`src/rtl/multicycle_control_fsm.sv`:
```
// Multi-cycle RV32 subset control sequencer.
// Steps fetch/decode/execute/memory/writeback over a shared datapath.
module multicycle_control_fsm #(
  parameter int MEM_TIMEOUT = 16,
  parameter int INSTRET_W   = 32
) (
  input  logic                 clk,
  input  logic                 reset,
  input  logic [6:0]           opcode,
  input  logic                 alu_zero,
  input  logic                 mem_ready,
  output logic                 pc_write,
  output logic                 ir_write,
  output logic                 iord,
  output logic                 mem_req,
  output logic                 mem_we,
  output logic                 reg_write,
  output logic [1:0]           mem_to_reg,
  output logic [1:0]           alu_src_a,
  output logic [1:0]           alu_src_b,
  output logic [1:0]           alu_op,
  output logic                 pc_src,
  output logic                 fault,
  output logic [1:0]           fault_code,
  output logic [INSTRET_W-1:0] instret,
  output logic [3:0]           state_dbg
);

  typedef enum logic [3:0] {
    S_FETCH     = 4'd0,
    S_DECODE    = 4'd1,
    S_EXEC_R    = 4'd2,
    S_EXEC_I    = 4'd3,
    S_ALU_WB    = 4'd4,
    S_MEM_ADDR  = 4'd5,
    S_MEM_READ  = 4'd6,
    S_MEM_WB    = 4'd7,
    S_MEM_WRITE = 4'd8,
    S_BRANCH    = 4'd9,
    S_JAL       = 4'd10,
    S_FAULT     = 4'd15
  } state_t;

  localparam logic [6:0] OP_R   = 7'b0110011;
  localparam logic [6:0] OP_I   = 7'b0010011;
  localparam logic [6:0] OP_LW  = 7'b0000011;
  localparam logic [6:0] OP_SW  = 7'b0100011;
  localparam logic [6:0] OP_BEQ = 7'b1100011;
  localparam logic [6:0] OP_JAL = 7'b1101111;

  localparam logic [1:0] FC_NONE    = 2'b00;
  localparam logic [1:0] FC_ILLEGAL = 2'b01;
  localparam logic [1:0] FC_TIMEOUT = 2'b10;

  // Wait counter counts 0..MEM_TIMEOUT-1; the last value is the final try.
  localparam int CW =
    (MEM_TIMEOUT > 1) ? $clog2(MEM_TIMEOUT) : 1;
  localparam logic [CW-1:0] WAIT_LAST = CW'(MEM_TIMEOUT - 1);

  state_t                 state;
  logic [CW-1:0]          wait_cnt;
  logic [INSTRET_W-1:0]   retired;
  logic [1:0]             code_q;
  logic                   wait_expired;
  logic                   retire_now;

  // Final wait cycle with no response; a late mem_ready still wins.
  always_comb begin
    wait_expired = !mem_ready && (wait_cnt == WAIT_LAST);
  end

  // Retire on the exit edge of each instruction's last state.
  always_comb begin
    retire_now = 1'b0;
    case (state)
      S_ALU_WB,
      S_MEM_WB,
      S_BRANCH,
      S_JAL:       retire_now = 1'b1;
      S_MEM_WRITE: retire_now = mem_ready;
      default:     retire_now = 1'b0;
    endcase
  end

  // State sequencing, memory wait timer, fault capture and instret.
  always_ff @(posedge clk) begin
    if (reset) begin
      state    <= S_FETCH;
      wait_cnt <= '0;
      retired  <= '0;
      code_q   <= FC_NONE;
    end else begin
      wait_cnt <= '0;
      if (retire_now) begin
        retired <= retired + INSTRET_W'(1);
      end
      case (state)
        S_FETCH: begin
          if (mem_ready) begin
            state <= S_DECODE;
          end else if (wait_expired) begin
            state <= S_FAULT;
            if (code_q == FC_NONE) code_q <= FC_TIMEOUT;
          end else begin
            wait_cnt <= wait_cnt + CW'(1);
          end
        end
        S_DECODE: begin
          case (opcode)
            OP_R:   state <= S_EXEC_R;
            OP_I:   state <= S_EXEC_I;
            OP_LW,
            OP_SW:  state <= S_MEM_ADDR;
            OP_BEQ: state <= S_BRANCH;
            OP_JAL: state <= S_JAL;
            default: begin
              state <= S_FAULT;
              if (code_q == FC_NONE) code_q <= FC_ILLEGAL;
            end
          endcase
        end
        S_EXEC_R:   state <= S_ALU_WB;
        S_EXEC_I:   state <= S_ALU_WB;
        S_ALU_WB:   state <= S_FETCH;
        S_MEM_ADDR: begin
          state <= (opcode == OP_LW) ? S_MEM_READ : S_MEM_WRITE;
        end
        S_MEM_READ: begin
          if (mem_ready) begin
            state <= S_MEM_WB;
          end else if (wait_expired) begin
            state <= S_FAULT;
            if (code_q == FC_NONE) code_q <= FC_TIMEOUT;
          end else begin
            wait_cnt <= wait_cnt + CW'(1);
          end
        end
        S_MEM_WB:   state <= S_FETCH;
        S_MEM_WRITE: begin
          if (mem_ready) begin
            state <= S_FETCH;
          end else if (wait_expired) begin
            state <= S_FAULT;
            if (code_q == FC_NONE) code_q <= FC_TIMEOUT;
          end else begin
            wait_cnt <= wait_cnt + CW'(1);
          end
        end
        S_BRANCH:   state <= S_FETCH;
        S_JAL:      state <= S_FETCH;
        S_FAULT:    state <= S_FAULT;
        default: begin
          state <= S_FAULT;
          if (code_q == FC_NONE) code_q <= FC_ILLEGAL;
        end
      endcase
    end
  end

  // Control decode from the state; reset forces every output low.
  always_comb begin
    pc_write   = 1'b0;
    ir_write   = 1'b0;
    iord       = 1'b0;
    mem_req    = 1'b0;
    mem_we     = 1'b0;
    reg_write  = 1'b0;
    mem_to_reg = 2'b00;
    alu_src_a  = 2'b00;
    alu_src_b  = 2'b00;
    alu_op     = 2'b00;
    pc_src     = 1'b0;
    fault      = 1'b0;
    fault_code = FC_NONE;
    instret    = '0;
    state_dbg  = 4'd0;
    if (!reset) begin
      fault_code = code_q;
      instret    = retired;
      state_dbg  = state;
      case (state)
        S_FETCH: begin
          mem_req   = 1'b1;
          alu_src_b = 2'b01;
          ir_write  = mem_ready;
          pc_write  = mem_ready;
        end
        S_DECODE: begin
          alu_src_a = 2'b01;
          alu_src_b = 2'b10;
        end
        S_EXEC_R: begin
          alu_src_a = 2'b10;
          alu_src_b = 2'b00;
          alu_op    = 2'b10;
        end
        S_EXEC_I: begin
          alu_src_a = 2'b10;
          alu_src_b = 2'b10;
          alu_op    = 2'b10;
        end
        S_ALU_WB: begin
          reg_write  = 1'b1;
          mem_to_reg = 2'b00;
        end
        S_MEM_ADDR: begin
          alu_src_a = 2'b10;
          alu_src_b = 2'b10;
        end
        S_MEM_READ: begin
          mem_req = 1'b1;
          iord    = 1'b1;
        end
        S_MEM_WB: begin
          reg_write  = 1'b1;
          mem_to_reg = 2'b01;
        end
        S_MEM_WRITE: begin
          mem_req = 1'b1;
          iord    = 1'b1;
          mem_we  = 1'b1;
        end
        S_BRANCH: begin
          alu_src_a = 2'b10;
          alu_src_b = 2'b00;
          alu_op    = 2'b01;
          pc_src    = 1'b1;
          pc_write  = alu_zero;
        end
        S_JAL: begin
          reg_write  = 1'b1;
          mem_to_reg = 2'b10;
          pc_write   = 1'b1;
          pc_src     = 1'b1;
        end
        S_FAULT: fault = 1'b1;
        default: fault = 1'b0;
      endcase
    end
  end

endmodule

```
`config.mk`:
```
export PLATFORM = sky130hd
export DESIGN_NAME = multicycle_control_fsm
export DESIGN_NICKNAME = d
export VERILOG_FILES = /design/src/rtl/multicycle_control_fsm.sv
export SDC_FILE = /design/constraint.sdc
export NUM_CORES = 1
export LEC_CHECK = 0
export BUFFER_PORTS_ARGS = -buffer_cell sky130_fd_sc_hd__buf_2
export CORE_UTILIZATION = 54
export DETAILED_ROUTE_END_ITERATION = 7
export GPL_TIMING_DRIVEN = 0
export PLACE_DENSITY = 0.81
export RECOVER_POWER = 100
export SYNTH_ARGS = -nofsm -noshare
export SYNTH_HDL_FRONTEND = slang
export SYNTH_SLANG_ARGS = --single-unit
```
`constraint.sdc`:
```
create_clock -name clk -period 2.2 [get_ports clk]
set_input_delay 0.11 -clock clk [delete_from_list [all_inputs] [get_ports clk]]
set_output_delay 0.11 -clock clk [all_outputs]
set_load 0.005 [all_outputs]
```
==> results.json <==
{
  "status": "finished, final reports clean",
  "vdd.ir_drop.worst_mv": 0.375,
  "wl_per_cell_um": 15.5,
  "boundaryPins": 65,
  "pwr-share-seq": 0.359,
  "htree_num_levels": 2,
  "cp.arrival_ns": 2.40,
  "layout_common_cells": "clkbuf_1 (45), nor2b_1 (38), dfxtp_1 (35), nor2_1 (33), a21oi_1 (31)",
  "worstMarginPinSlew_ns": 0.669,
  "die_w_um": 71.8,
  "clock-root-buffer": "clkbuf_8",
  "num_antenna_cells": 0,
  "rr_worst_depth": 7,
  "period_needed_ns": 2.17,
  "fin_util": 0.669,
  "timing.fmax_mhz": 460,
  "synthMuxAreaShare": 0.0637,
  "whs_path_depth": 4,
  "grt_pass1_vias": 2410,
  "p_clk_frac": 0.246,
  "grt_pass1_wl_mm": 11.3,
  "start_util": 0.561,
  "p_per_area_nw_per_um2": 782,
  "cts-buffers-inserted": 5,
  "tritoncts": "yes",
  "port_buffers": 63,
  "yosysWarningCount": 0,
  "synth-seq-cells": 42,
  "drtIter0Drc": 342,
  "dr.pass1.iters": 5,
  "tns_ns": 0,
  "hp-class": "in -> reg",
  "hold_violations": 0,
  "layout_commonest_cell": "clkbuf_1",
  "syn_to_final_growth_pct": 19.2,
  "post-route-period-util": 0.987,
  "end_kind": "flop",
  "vias_per_cell": 6.14,
  "synth-adder-area-share": 0.00951,
  "drv_cap": 0,
  "pwr-share-comb": 0.395,
  "netlist_instances": 346,
  "dieArea_um2": 5160,
  "nNetsFinal": 426,
  "clk_pin_slew_worst_paths_ns": 0.08,
  "synth_edf_count": 0,
  "setup_viol": 0,
  "clockBufferDepth": 2,
  "ys.flop_type": "dfxtp_1",
  "slew_viol_final": 0,
  "synth_top_family_by_area": "simple AND/OR/NAND/NOR gates",
  "cellInternalPower_mw": 1.48,
  "synth_xor_area_frac": 0.0133,
  "fin_skew_ns": 0.00380,
  "netlist-cell-type-count": 47,
  "synth_simple_gate_area_frac": 0.391,
  "drcViolationCount": 0,
  "nFillCells": 413,
  "grt_max_degree": 14,
  "clock_latency_ns": 0.30,
  "gr-total-overflow": 0,
  "crit_required_ns": 2.43,
  "vias": 2874,
  "p_sw_uw": 976,
  "path_class": "reg -> reg",
  "core_area_um2": 4690,
  "power_switching_share": 0.398,
  "ys_async_sr_fraction": 0,
  "worst-path-max-fanout": 10,
  "cts_num_sinks": 42,
  "synth_compound_area_frac": 0.150,
  "die_h_um": 71.8,
  "antenna_found_initial": 0,
  "rows": 25,
  "relSlewSlack": 0.554,
  "gp_congestion": 0.872,
  "rsz0062_at_grt": "true",
  "p_leak_nw": 1.14,
  "totalWireLength_mm": 7.24,
  "antenna_left": 0,
  "post_cts_buffers": 0,
  "yosysSeqAreaShare": 0.319,
  "dp_hpwl_mm": 5.03,
  "grt_use_total": 0.276,
  "synth.avg_cell_area_um2": 7.61,
  "start_kind": "flop",
  "power_mw": 2.45,
  "drive_gt1_frac": 0.167,
  "syn_nets": 359,
  "synth_area_um2": 2630
}
## timing repair
action | CTS | global route
pin swaps | 0 | 2
setup endpoints to repair | 20 | 24
gates resized for setup | 7 | 20
hold buffers | 0 | 0
## area by class of cell
cell class,count,area [um2],share of cell area
Inverter,6,22.5,0.00718
Multi-Input combinational cell,270,1690,0.539
Sequential cell,42,852,0.272
Timing Repair Buffer,63,277,0.0881
Clock inverter,3,40.0,0.0128
Clock buffer,5,68.8,0.0219
Tap cell,54,67.6,0.0215
Buffer,25,120,0.0383
## cells in the mapped netlist, types with 4 or more instances
cell type	n	area, um2
a21oi_1	32	160
and3_1	5	31.3
buf_1	4	15.0
buf_2	4	20.0
clkbuf_1	19	71.3
dfxtp_1	42	841
mux2_1	14	158
nand2_1	19	71.3
nand2b_1	4	25.0
nand3_1	13	65.1
nor2_1	33	124
nor2b_1	38	238
nor3_1	21	105
nor4_1	5	31.3
nor4b_1	4	35.0
o21ai_0	5	25.0
o21ai_1	7	35.0
o31ai_1	12	90.1
or3_1	5	31.3
or4_1	16	120
## critical path: stages (launching register included)
cell and delay (ns):
dfxtp_2 0.36, and4_4 0.24, nand3_2 0.10, buf_6 0.15, or4_4 0.53, buf_6 0.15, or4_4 0.42, a21oi_2 0.14
## stage by stage
step	setup slack (ns)	hold slack, ns	area, um2	instances
3_5_place_dp	-0.0952	0.442	3020	463
5_1_grt	-0.0311	0.243	3140	468
6_report	0.0278	0.240	3140	468
2_1_floorplan	0.186	0.330	2630	346
3_3_place_gp	-0.0819	0.433	3020	463
4_1_cts	0.00351	0.224	3130	471
## layer usage
layer	routed length, um	share of wire	vias up	GRT usage
met5	0	0	-	0
met3	491	0.068	23	0.0492
li1	-	-	1389	-
met1	3230	0.45	1312	0.372
met4	195	0.027	0	0.113
met2	3320	0.46	150	0.438
## flip-flops by register name (all words and copies together) (netlist names)
signal,flops
retired,32
state,4
wait_cnt,4
code_q,2
## power by group through the flow
stage / Sequential, mW / Clock (mW) / Combinational [mW]
6_report: 0.881 / 0.605 / 0.968
5_1_grt: 0.888 / 0.639 / 1.06
4_1_cts: 0.847 / 0.600 / 0.976
3_5_place_dp: 0.864 / 0 / 0.964
3_3_place_gp: 0.863 / 0 / 0.952
2_1_floorplan: 0.855 / 0 / 0.682
## kinds of logic (layout without fill, tap and decap cells)
group | Yosys count | count (layout)
adder cells (fa/ha/maj) | 2 | 2
buffers and inverters | 34 | 102
AO/OA/AOI/OAI | 67 | 67
multiplexers | 15 | 15
AND/OR/NAND/NOR | 182 | 182
flip-flops | 42 | 42
XOR/XNOR | 4 | 4
## worst paths after layout
| kind | end | startpoint | slack [ns] |
|---|---|---|---|
| max | retired[28]$_SDFFE_PP0P_ | retired[4]$_SDFFE_PP0P_ | 0.03 |
| min | state[1]$_SDFF_PP0_ | opcode[5] | 0.24 |
| min reg2reg | wait_cnt[0]$_SDFF_PP0_ | wait_cnt[0]$_SDFF_PP0_ | 0.45 |
| max reg2reg | retired[28]$_SDFFE_PP0P_ | retired[4]$_SDFFE_PP0P_ | 0.03 |
Note: power is estimated with default switching activity, not from simulation.
